$ cat config.mk
export PLATFORM = sky130hd
export DESIGN_NAME = key_event_classifier
export DESIGN_NICKNAME = d
export VERILOG_FILES = /design/src/rtl/key_evt_pkg.sv /design/src/rtl/key_edge_det.sv /design/src/rtl/key_event_classifier.sv
export SDC_FILE = /design/constraint.sdc
export NUM_CORES = 1
export LEC_CHECK = 0
export ABC_AREA = 1
export CORE_MARGIN = 10
export CORE_UTILIZATION = 62
export CTS_CLUSTER_SIZE = 20
export DETAILED_ROUTE_END_ITERATION = 8
export GPL_ROUTABILITY_DRIVEN = 1
export GPL_TIMING_DRIVEN = 0
export HOLD_SLACK_MARGIN = 0.15
export MAX_ROUTING_LAYER = met4
export PLACE_DENSITY = 0.81
export SLEW_MARGIN = 20
export SYNTH_ARGS = -nofsm -noshare
export SYNTH_HDL_FRONTEND = slang
export SYNTH_SLANG_ARGS = --single-unit
$ cat constraint.sdc
create_clock -name clk -period 2.85 [get_ports clk]
set_input_delay 0.285 -clock clk [delete_from_list [all_inputs] [get_ports clk]]
set_output_delay 0.285 -clock clk [all_outputs]
set_load 0.02 [all_outputs]
$ cat src/rtl/key_evt_pkg.sv
// Shared types and helpers for key event classification: FSM state enum,
// ms-to-cycle conversion and the registered event payload.
package key_evt_pkg;

  localparam int unsigned PULSE_W = 1;

  typedef enum logic [2:0] {
    IDLE      = 3'd0,
    PRESS1    = 3'd1,
    LONG_HELD = 3'd2,
    WAIT2     = 3'd3,
    PRESS2    = 3'd4
  } key_state_e;

  typedef struct packed {
    logic [PULSE_W-1:0] short_e;
    logic [PULSE_W-1:0] double_e;
    logic [PULSE_W-1:0] long_e;
  } key_evt_t;

  function automatic int unsigned ms2cyc(input int unsigned freq, input int unsigned ms);
    return freq / 1000 * ms;
  endfunction

endpackage

$ cat src/rtl/key_edge_det.sv
// Registers a debounced active-low key level and flags press (falling) and
// release (rising) edges combinationally against the registered copy.
module key_edge_det (
  input  logic clk,
  input  logic rst_n,
  input  logic i_key,
  output logic o_key_d,
  output logic o_press_c,
  output logic o_release_c
);

  logic r_key_d;

  // Resets to "released" so a key held through reset yields a press afterwards.
  always_ff @(posedge clk or negedge rst_n) begin
    if (!rst_n) r_key_d <= 1'b1;
    else        r_key_d <= i_key;
  end

  assign o_key_d     = r_key_d;
  assign o_press_c   = r_key_d & ~i_key;
  assign o_release_c = ~r_key_d & i_key;

endmodule

$ cat src/rtl/key_event_classifier.sv
// Classifies debounced key presses into single-cycle short/double/long pulses.
// Build option: KEY_AUTO_REPEAT_EN re-fires long_pulse periodically while held.
module key_event_classifier
  import key_evt_pkg::*;
#(
  parameter int unsigned CLK_FREQ  = 50_000_000,
  parameter int unsigned LONG_MS   = 1000,
  parameter int unsigned DOUBLE_MS = 300,
  parameter int unsigned REPEAT_MS = 100
) (
  input  logic clk,
  input  logic rst_n,
  input  logic key_db,
  output logic short_pulse,
  output logic double_pulse,
  output logic long_pulse,
  output logic key_held,
  output logic busy
);

  localparam int unsigned LONG_CYC = ms2cyc(CLK_FREQ, LONG_MS);
  localparam int unsigned DBL_CYC  = ms2cyc(CLK_FREQ, DOUBLE_MS);
`ifdef KEY_AUTO_REPEAT_EN
  localparam int unsigned RPT_CYC  = ms2cyc(CLK_FREQ, REPEAT_MS);
`else
  // Without auto-repeat the repeat period plays no part in counter sizing.
  localparam int unsigned RPT_CYC  = 0 * REPEAT_MS;
`endif
  localparam int unsigned LD_MAX   = (LONG_CYC > DBL_CYC) ? LONG_CYC : DBL_CYC;
  localparam int unsigned CNT_MAX  = (RPT_CYC > LD_MAX) ? RPT_CYC : LD_MAX;
  localparam int unsigned CNT_W    = $clog2(CNT_MAX + 1);
  localparam logic [CNT_W-1:0] CNT_SAT = '1;

  logic             w_key_d;
  logic             w_press;
  logic             w_release;
  key_state_e       r_state;
  key_state_e       w_state_nxt;
  logic [CNT_W-1:0] r_cnt;
  logic             w_cnt_clr;
  key_evt_t         w_evt;
  key_evt_t         r_evt;
  logic             r_short_pulse;
  logic             r_double_pulse;
  logic             r_long_pulse;
  logic             r_busy;

  key_edge_det u_edge (
    .clk        (clk),
    .rst_n      (rst_n),
    .i_key      (key_db),
    .o_key_d    (w_key_d),
    .o_press_c  (w_press),
    .o_release_c(w_release)
  );

  always_ff @(posedge clk or negedge rst_n) begin
    if (!rst_n) r_state <= IDLE;
    else        r_state <= w_state_nxt;
  end

  // Edge events take priority over the coincident timeout in every state.
  always_comb begin
    w_state_nxt = r_state;
    w_evt       = '0;
    w_cnt_clr   = 1'b0;
    unique case (r_state)
      IDLE: begin
        if (w_press) w_state_nxt = PRESS1;
      end
      PRESS1: begin
        if (w_release) begin
          w_state_nxt = WAIT2;
        end else if (r_cnt == CNT_W'(LONG_CYC - 1)) begin
          w_state_nxt  = LONG_HELD;
          w_evt.long_e = PULSE_W'(1);
        end
      end
      LONG_HELD: begin
        if (w_release) begin
          w_state_nxt = IDLE;
        end
`ifdef KEY_AUTO_REPEAT_EN
        else if (r_cnt == CNT_W'(RPT_CYC - 1)) begin
          w_evt.long_e = PULSE_W'(1);
          w_cnt_clr    = 1'b1;
        end
`endif
      end
      WAIT2: begin
        if (w_press) begin
          w_state_nxt = PRESS2;
        end else if (r_cnt == CNT_W'(DBL_CYC - 1)) begin
          w_state_nxt   = IDLE;
          w_evt.short_e = PULSE_W'(1);
        end
      end
      PRESS2: begin
        if (w_release) begin
          w_state_nxt    = IDLE;
          w_evt.double_e = PULSE_W'(1);
        end
      end
      default: w_state_nxt = IDLE;
    endcase
    if (w_state_nxt != r_state) w_cnt_clr = 1'b1;
  end

  // Shared timer: cleared on state change, saturates instead of wrapping.
  always_ff @(posedge clk or negedge rst_n) begin
    if (!rst_n)                r_cnt <= '0;
    else if (w_cnt_clr)        r_cnt <= '0;
    else if (r_cnt != CNT_SAT) r_cnt <= r_cnt + CNT_W'(1);
  end

  // Events are staged once, then presented the cycle after the transition.
  always_ff @(posedge clk or negedge rst_n) begin
    if (!rst_n) begin
      r_evt          <= '0;
      r_short_pulse  <= 1'b0;
      r_double_pulse <= 1'b0;
      r_long_pulse   <= 1'b0;
      r_busy         <= 1'b0;
    end else begin
      r_evt          <= w_evt;
      r_short_pulse  <= r_evt.short_e;
      r_double_pulse <= r_evt.double_e;
      r_long_pulse   <= r_evt.long_e;
      r_busy         <= (w_state_nxt != IDLE);
    end
  end

  assign short_pulse  = r_short_pulse;
  assign double_pulse = r_double_pulse;
  assign long_pulse   = r_long_pulse;
  assign key_held     = ~w_key_d;
  assign busy         = r_busy;

endmodule
* Word level (Yosys, flattened, before mapping)
Cells that the tools add are included.
** Cells by class
- Equality and inequality tests :: 8
- Bitwise logic cells :: 4
- Reductions and logical operators :: 4
- Muxes and demuxes :: 18
- Add/sub/neg operators :: 1
** Operator list (count)
- 26-bit two-way mux :: 2
- 26-bit by 1-bit adder with 26-bit output (second input constant) :: 1
- 26-bit by 24-bit equality test with 1-bit output (second input constant) :: 1
- 26-bit equality test (second input constant) :: 1
- 26-bit != test (second input constant) :: 1
- 3-bit two-way mux :: 6
- 3-bit one-hot mux with 4 select lines :: 1
- 1-bit two-way mux :: 9
- 3-bit by 2-bit equality test with 1-bit output (second input constant) :: 2
- 3-bit by 1-bit equality test with 1-bit output (second input constant) :: 1
- 3-bit equality test (second input constant) :: 1
- 3-bit zero test :: 1
- 3-bit != test :: 1
- 3-bit nonzero test :: 1
- 1-bit AND :: 2
- 1-bit NOT :: 2
- 2-bit nonzero test :: 1
- 2-bit OR reduction :: 1
** Word-level totals
- Word-level logic and storage cells :: 45
- Register bits :: 37
- Input port bits :: 3

* Longest topological paths before layout
Gate-level depths: netlist of the first run.
- Depth after elaboration :: 7
- Gate-level depth with buffers :: 13
- Gate-level depth less buffers :: 12

* Modules after synthesis
Synthesis of the first run repeated with hierarchy kept, for this count alone.
** Second synthesis, totals
- Cell total of the unflattened synthesis :: 285
- Area total of the unflattened synthesis :: 2242.2 µm²
** By module, submodules not included
- key_event_classifier :: area each 2200.9 µm², instances 1, cells an instance 280, sequential area each 900.9 µm²
- key_edge_det :: area each 41.3 µm², instances 1, cells an instance 5, sequential area each 26.3 µm²

* Least setup slack after synthesis of the first run
Ideal clock, no wire load.
- Path kind :: register -> register
- From :: register r_cnt[0]
- To :: register r_cnt[18]
- Library setup time :: 0.124 ns
- Setup slack :: 1.045 ns
- Stages on the path, launching flop included :: 11
- Period minus slack after synthesis :: 1.805 ns
- Data arrival time :: 1.681 ns
- Cells stage by stage :: dfrtp_1 -> ha_1 -> nand3_2 -> nor2_1 -> nand3_1 -> nor2_2 -> nand3_2 -> buf_6 -> nand3_1 -> xor2_1 -> nor2_4
** On the way
- Cells in the longest elaborated chain, start to end :: 7
- Elaborated cells on any way between the ends :: 14
** RTL lines
- start: declaration :: line key_event_classifier.sv:39 : logic [CNT_W-1:0] r_cnt;
- start signal: assignment :: line key_event_classifier.sv:113 : else if (r_cnt != CNT_SAT) r_cnt <= r_cnt + CNT_W'(1);
- 26-bit by 24-bit equality test with 1-bit output or 26-bit equality test (tied branches) :: line key_event_classifier.sv:93, key_event_classifier.sv:74
- 3-bit two-way mux (on tied branches) :: line key_event_classifier.sv:93, key_event_classifier.sv:74
- 3-bit two-way mux (on tied branches) :: line key_event_classifier.sv:91, key_event_classifier.sv:72
- 3-bit one-hot mux with 4 select lines :: line key_event_classifier.sv:67 : unique case (r_state)
- 3-bit != test :: line key_event_classifier.sv:106 : if (w_state_nxt != r_state) w_cnt_clr = 1'b1;
- 1-bit two-way mux :: line key_event_classifier.sv:106
- 26-bit two-way mux or 2-bit nonzero test (tied branches)
Several ways; a longest one is shown, not always the timed one. The select of a mux whose other input is x is not followed.
A chain may end at the register's enable or synchronous reset.

* Worst setup path after layout of the first run
- From :: register r_cnt[0]
- To :: register r_cnt[9]
Same word-level chain as after synthesis.

==> summary.txt, run 1 <==
Cells and area
  – Area of the multi-input gates: 1200 um2
  – FF/Latch Area: 927 um2
  – Nets: 302
  – Share of layout cells above drive strength 1: 0.174
  – Cell Count, Final, Fillers Out: 347
  – Antenna fix cells: 0
  – Filler instances: 308
  – Area growth from synthesis to layout: 10.6%

Job
  – Max-Cap Viols: 0

Place
  – RD Place Congestion: 0.936
  – Hpwl dp: 3580 um
  – Placed cells: 338
  – Port Buffers: 7

Power
  – IR drop worst, VDD: 683 uV
  – Leakage power: 0.00104 uW
  – Pwr Density: 637 nW/um2

CTS
  – Worst-Skew Late Latency: 0.29 ns
  – Max clock buf depth: 2
  – # hold bufs at CTS: 1
  – CTS clk-pin slew, worst paths: 0.07 ns
  – Number of gates resized after cts: 0
  – CTS buffer count: 5
  – TritonCTS clock tree: yes
  – Clock sinks: 37
  – H-tree depth: 2
  – Postcts setup bufs: 0
  – Clock root buffer: clkbuf_8

STA
  – Final setup TNS: 0 ns
  – Fin crit share: 0.738
  – Max Freq: 475 MHz
  – Final hold vios: 0
  – RSZ-0062 raised after global routing: false
  – Hold WS: 0.353 ns
  – Final setup viols: 0
  – Min Tclk post-route: 2.10 ns
  – Worst-Margin Slew: 0.416 ns
  – Slew HR: 0.720
  – Slew Limit Fails: 0
  – Worst Clk Skew: 0.00390 ns

Worst setup path
  – Worst EP required: 3.03 ns
  – CP Launch Type: flop
  – Crit Path Category: flop to flop
  – WP buf/inv: 1
  – Top delay family on crit path: simple AND/OR/NAND/NOR gates
  – CP endpoint kind: flop
  – Crit path cell chain: ha_1 > nand3_2 > nor2_1 > nand3_1 > nor2_2 > nand3_2 > buf_6 > nand2_1 > xor2_1 > nor2_4
  – CP arrival: 2.28 ns
  – CP Max Fanout: 10
  – Most frequent CP cell: nand3_2
  – CP peak stage delay: 0.40 ns
  – Slowest-stage cell, CP: dfrtp_1

Floorplan
  – Starting Density: 0.637
  – Die Height: 81.1 um
  – Core area: 3630 um2
  – Cell row count: 22
  – I/O pins: 8
  – Die width: 81.1 um
  – Full die area: 6580 um2

Synth
  – YS warnings: 0
  – Syn Inst Count: 282
  – Synth unique cells: 28
  – EDFF count, synth: 0
  – Number of synthesized register bits: 37
  – Synthesized area per cell: 8.21 um2
  – Cell Area, Synth: 2320 um2
  – Async SR Flop Fraction: 1.00
  – Register area share after synthesis: 0.400
  – Top FF cell, synth: dfrtp_1
  – Synth Net Count: 286

Drt
  – Detailed-route DRC error count: 0
  – Final wirelength: 4660 um
  – 1st-iter DRT viols: 211
  – Router iterations before antenna repair: 4
  – DR vias/cell: 5.39
  – Via count: 1871
  – Final ANT Viol Nets: 0
  – Routed WL per cell: 13.4 um

Global route
  – Pin count of the biggest net entering global routing: 21
  – Global-route wire length before repair: 8290 um
  – Initial antenna violation count: 0
  – Grt total ovfl: 0
  – Gr usage total: 0.168
  – Via count of the first global-routing pass: 1850

Outcome
  – Outcome: finished, final reports clean

Min path
  – HP Class: flop to flop
==> registers in the layout, summed over array words and instances (netlist names) <==
register / flops
r_state: 3
short_pulse: 1
r_evt: 3
busy: 1
u_edge.o_key_d: 1
long_pulse: 1
r_cnt: 26
double_pulse: 1
==> per-layer routing <==
| metal | vias up | track usage | wire length (um) |
|---|---|---|---|
| li1 | 929 | - | - |
| met1 | 867 | 0.205 | 2110 |
| met2 | 65 | 0.256 | 2190 |
| met3 | 10 | 0.0519 | 289 |
| met4 | 0 | 0.0623 | 74 |
| met5 | - | - | 0 |
==> per-stage QoR <==
step / worst slack, ns / cell area (um2) / total power, uW / util
6_report: 0.746 / 2560 / 1630 / 0.705
5_1_grt: 0.530 / 2560 / 1730 / 0.705
4_1_cts: 0.770 / 2560 / 1650 / 0.705
3_5_place_dp: 0.791 / 2470 / 1300 / 0.679
3_3_place_gp: 0.738 / 2450 / 1280 / 0.673
2_1_floorplan: 1.05 / 2320 / 1180 / -
==> synth_stat cells, types with 3 or more instances <==
cell type	n	share of area
nand3_1	20	0.043
a21oi_1	3	0.0065
nand2_1	56	0.091
nand2_2	5	0.014
xnor2_1	4	0.015
nand4_1	9	0.024
dfrtp_1	36	0.39
nor2_1	36	0.058
nor2_2	6	0.016
xor2_1	13	0.049
nor2_4	19	0.092
nand3_2	4	0.017
inv_1	36	0.058
nor3_1	11	0.024
o21ai_0	9	0.019
==> power breakdown <==
group / internal, uW / leakage [uW] / switching [uW]
combinational: 234 / 0.000488 / 456
clock: 169 / 0.0000450 / 177
sequential: 561 / 0.000506 / 35.1
==> path summary, 6_finish.rpt <==
check                               from          to  slack, ns  cells after the start
worst max-delay path            r_cnt[0]    r_cnt[9]       0.75                     10
worst min-delay path            r_evt[0]  long_pulse       0.35                      0
worst max register to register  r_cnt[0]    r_cnt[9]       0.75                     10
worst min register to register  r_evt[0]  long_pulse       0.35                      0
max in group asynchronous          rst_n    r_cnt[5]       1.96                      3
min in group asynchronous          rst_n   r_cnt[15]       0.46                      2
==> final cells by class <==
type	count	share of cell area
multi-input combinational	206	0.469
sequential	37	0.362
inverter	36	0.0528
timing repair buffer	9	0.0401
clock buffer	6	0.0283
tap	48	0.0234
buffer	3	0.0200
clock inverter	2	0.00391
==> worst register-to-register path, delay by kind of cell (launching register included) <==
| kind | cells | cell delay (ns) |
|---|---|---|
| xor gates and xnor gates | 1 | 0.24 |
| adders and majority gates | 1 | 0.22 |
| buffers and inverters | 1 | 0.19 |
| DFF | 1 | 0.40 |
| and+or+nand+nor | 7 | 0.94 |
==> cells by family (layout without fill, tap and decap cells) <==
group,count (synthesis),count (layout),share of synthesized area
buffers and inverters,39,56,0.0805
XOR/XNOR,17,17,0.0643
adder cells (fa/ha/maj),1,1,0.00540
AND/OR/NAND/NOR,174,174,0.414
flip-flops,37,37,0.400
AO/OA/AOI/OAI,14,14,0.0357
==> cell usage in the layout (no fill, tap or decap), drive strengths merged, types with 5 or more instances in the layout <==
cell type,instances
nand4,10
dfrtp,36
nand3,25
nand2,62
nor3,12
xor2,13
nor2,61
clkbuf,6
inv,36
clkdlybuf4s50,6
o21ai,9
buf,5
Power figures use the tool's default switching activity.
==> run 2, diff against run 1 <==
--- a/config.mk
+++ b/config.mk
@@ -7,14 +7,14 @@
 export LEC_CHECK = 0
 export ABC_AREA = 1
 export CORE_MARGIN = 10
-export CORE_UTILIZATION = 62
+export CORE_UTILIZATION = 61
 export CTS_CLUSTER_SIZE = 20
 export DETAILED_ROUTE_END_ITERATION = 8
 export GPL_ROUTABILITY_DRIVEN = 1
 export GPL_TIMING_DRIVEN = 0
 export HOLD_SLACK_MARGIN = 0.15
 export MAX_ROUTING_LAYER = met4
-export PLACE_DENSITY = 0.81
+export PLACE_DENSITY = 0.79
 export SLEW_MARGIN = 20
 export SYNTH_ARGS = -nofsm -noshare
 export SYNTH_HDL_FRONTEND = slang
==> constraint.sdc (replaced) <==
create_clock -name clk -period 2 [get_ports clk]
set_input_delay 0.2 -clock clk [delete_from_list [all_inputs] [get_ports clk]]
set_output_delay 0.2 -clock clk [all_outputs]
set_load 0.02 [all_outputs]
==> run 2 against run 1 <==
- fmax rose by 8.4%
- hold slack improved by 0.0011 ns
- critical path type unchanged
- via count rose by 2.1%
- critical endpoint is now r_cnt[15]
==> summary.txt, run 2 (same netlist as run 1, synthesis figures left out) <==
Power
  – Switching share of total power: 0.371 (-0.0384)
  – Share of power burned in registers: 0.305 (-0.060)
  – Clock network power share: 0.238 (+0.026)
  – IR drop worst, VDD: 807 uV (+18%)
  – Combinational share of power: 0.456 (+0.033)
  – Sw Pwr: 1040 uW (+56%)
  – Leakage power: 0.00118 uW (+13%)
  – P_int: 1770 uW (+83%)
  – Pwr Density: 985 nW/um2 (+55%)

Worst setup path
  – Crit Path Category: flop to flop
  – CP Launch Type: flop
  – Worst EP required: 2.18 ns (-0.85 ns)
  – CP arrival: 2.12 ns (-0.16 ns)
  – CP endpoint kind: flop
  – CP Max Fanout: 7 (-3)

CTS
  – Clock root buffer: clkbuf_8
  – TritonCTS clock tree: yes
  – H-tree depth: 2 (unchanged)
  – CTS buffer count: 5 (unchanged)
  – CTS clk-pin slew, worst paths: 0.07 ns (about the same)
  – Clock sinks: 37 (unchanged)
  – Worst-Skew Late Latency: 0.29 ns (about the same)
  – Max clock buf depth: 2 (unchanged)

Global route
  – Gr usage total: 0.165 (-0.00250)
  – Initial antenna violation count: 0 (unchanged)
  – Via count of the first global-routing pass: 1748 (-5.5%)
  – Global-route wire length before repair: 8420 um (+1.6%)
  – Grt total ovfl: 0 (unchanged)
  – Pin count of the biggest net entering global routing: 24 (+14%)

STA
  – Final hold vios: 0 (unchanged)
  – Setup WS post-layout: 0.0588 ns (-0.687 ns)
  – Hold WS: 0.354 ns (+0.00114 ns)
  – Min Tclk post-route: 1.94 ns (-0.163 ns)
  – Worst-Margin Slew: 0.434 ns (+0.0173 ns)
  – Slew HR: 0.709 (-0.0116)
  – Fin crit share: 0.971 (+0.232)
  – Worst Clk Skew: 0.00694 ns (+0.00304 ns)
  – Final setup viols: 0 (unchanged)
  – Max Freq: 515 MHz (+8.4%)
  – Final setup TNS: 0 ns (unchanged)
  – Slew Limit Fails: 0 (unchanged)

Place
  – Placed Area: 2470 um2 (unchanged)
  – Hpwl dp: 3560 um (-0.53%)
  – RD Place Congestion: 0.929 (-0.79%)
  – Place WS: -0.0444 ns (-0.835 ns)
  – Port Buffers: 7 (unchanged)

Min path
  – HP Class: flop to flop

Drt
  – Routed WL per cell: 14.8 um (+9.8%)
  – WL met3: 297 um (+2.8%)
  – 1st-iter DRT viols: 171 (-19%)
  – DR vias/cell: 5.32 (-1.3%)
  – Final wirelength: 5300 um (+14%)
  – WL met2: 2570 um (+17%)
  – Final ANT Viol Nets: 0 (unchanged)
  – Wire length on met1: 2320 um (+9.8%)
  – Top Metal Used: met4
  – Via count: 1910 (+2.1%)
  – Detailed-route DRC error count: 0 (unchanged)
  – Router iterations before antenna repair: 4 (unchanged)

Cells and area
  – Share of layout cells above drive strength 1: 0.289 (+0.115)
  – Nets: 314 (+4.0%)
  – Biggest register: r_cnt
  – Antenna fix cells: 0 (unchanged)
  – Most frequent cells in the layout: nand2_1 (51), inv_1 (34), nor2_1 (32)
  – Max reg flops: 26 (unchanged)
  – Commonest non-fill, non-tap cell in the layout: nand2_1
  – Fin area: 2850 um2 (+11%)
  – Top flop regs: r_cnt (26), r_evt (3), r_state (3)
  – Area growth from synthesis to layout: 23.1%

Floorplan
  – Starting Density: 0.633 (-0.00479)
  – Core area: 3660 um2 (+0.76%)
  – I/O pins: 8 (unchanged)
  – Die width: 81.6 um (+0.61%)
  – Full die area: 6660 um2 (+1.2%)
  – Cell row count: 22 (unchanged)
  – Die Height: 81.6 um (+0.61%)

Job
  – Max-Cap Viols: 0 (unchanged)

Outcome
  – Outcome: finished, final reports clean
run 2: worst paths after layout:
check / from / to / slack [ns] / cells past startpoint
worst min-delay path: r_evt[0] / long_pulse / 0.35 / 0
worst max register to register: r_cnt[24] / r_cnt[15] / 0.06 / 11
worst max-delay path: r_cnt[24] / r_cnt[15] / 0.06 / 11
max in group asynchronous: rst_n / u_edge.o_key_d / 1.11 / 3
min in group asynchronous: rst_n / r_cnt[15] / 0.37 / 2
worst min register to register: r_evt[0] / long_pulse / 0.35 / 0
run 2: worst max-delay path, cell delays in order, from the launching register on:
cell and delay, ns:
dfrtp_2 0.43, inv_1 0.10, nand3b_1 0.16, nor3_4 0.25, nand3_2 0.11, nand2_2 0.09, nand3_2 0.10, nand2_2 0.09
nand2_4 0.07, nand3_4 0.16, clkbuf_16 0.21, nor2_4 0.03
run 2: power groups by stage:
| stage | sequential [uW] | clock (uW) | combinational [uW] |
|---|---|---|---|
| 5_1_grt | 865 | 729 | 1370 |
| 2_1_floorplan | 867 | 0 | 808 |
| 4_1_cts | 851 | 682 | 996 |
| 3_3_place_gp | 861 | 0 | 966 |
| 3_5_place_dp | 864 | 0 | 987 |
| 6_report | 857 | 670 | 1280 |
run 2: layout make-up:
| type | instances | area (um2) |
|---|---|---|
| fillers | 259 | 810 |
| multi-input cells | 206 | 1330 |
| plain buffers | 3 | 51.3 |
| inverters | 36 | 135 |
| flip-flops and latches | 37 | 936 |
| clock inverters | 1 | 30.0 |
| clock buffers | 7 | 86.3 |
| repair buffers | 21 | 228 |
| well taps | 48 | 60.1 |
run 2: what timing repair did:
| item | CTS | global route |
|---|---|---|
| resized for setup | 6 | 29 |
| gates cloned | 0 | 2 |
| endpoints found under the hold margin | 14 | 0 |
| hold buffers | 1 | 0 |
| pin swaps | 1 | 4 |
| buffers inserted | 1 | 9 |
| setup endpoints to repair | 7 | 22 |
run 2: per-stage QoR:
step                      total power (uW)   util  instances
final                                 2810  0.779        359
after global routing                  2960  0.779        359
after CTS                             2530  0.722        348
after detailed placement              1850  0.674        338
after global placement                1830  0.668        337
after floorplan                       1680      -        282
run 2: layer usage:
layer / vias up / GRT usage
met5: - / -
met4: 0 / 0.0408
met3: 12 / 0.0415
met2: 48 / 0.250
met1: 900 / 0.217
li1: 950 / -
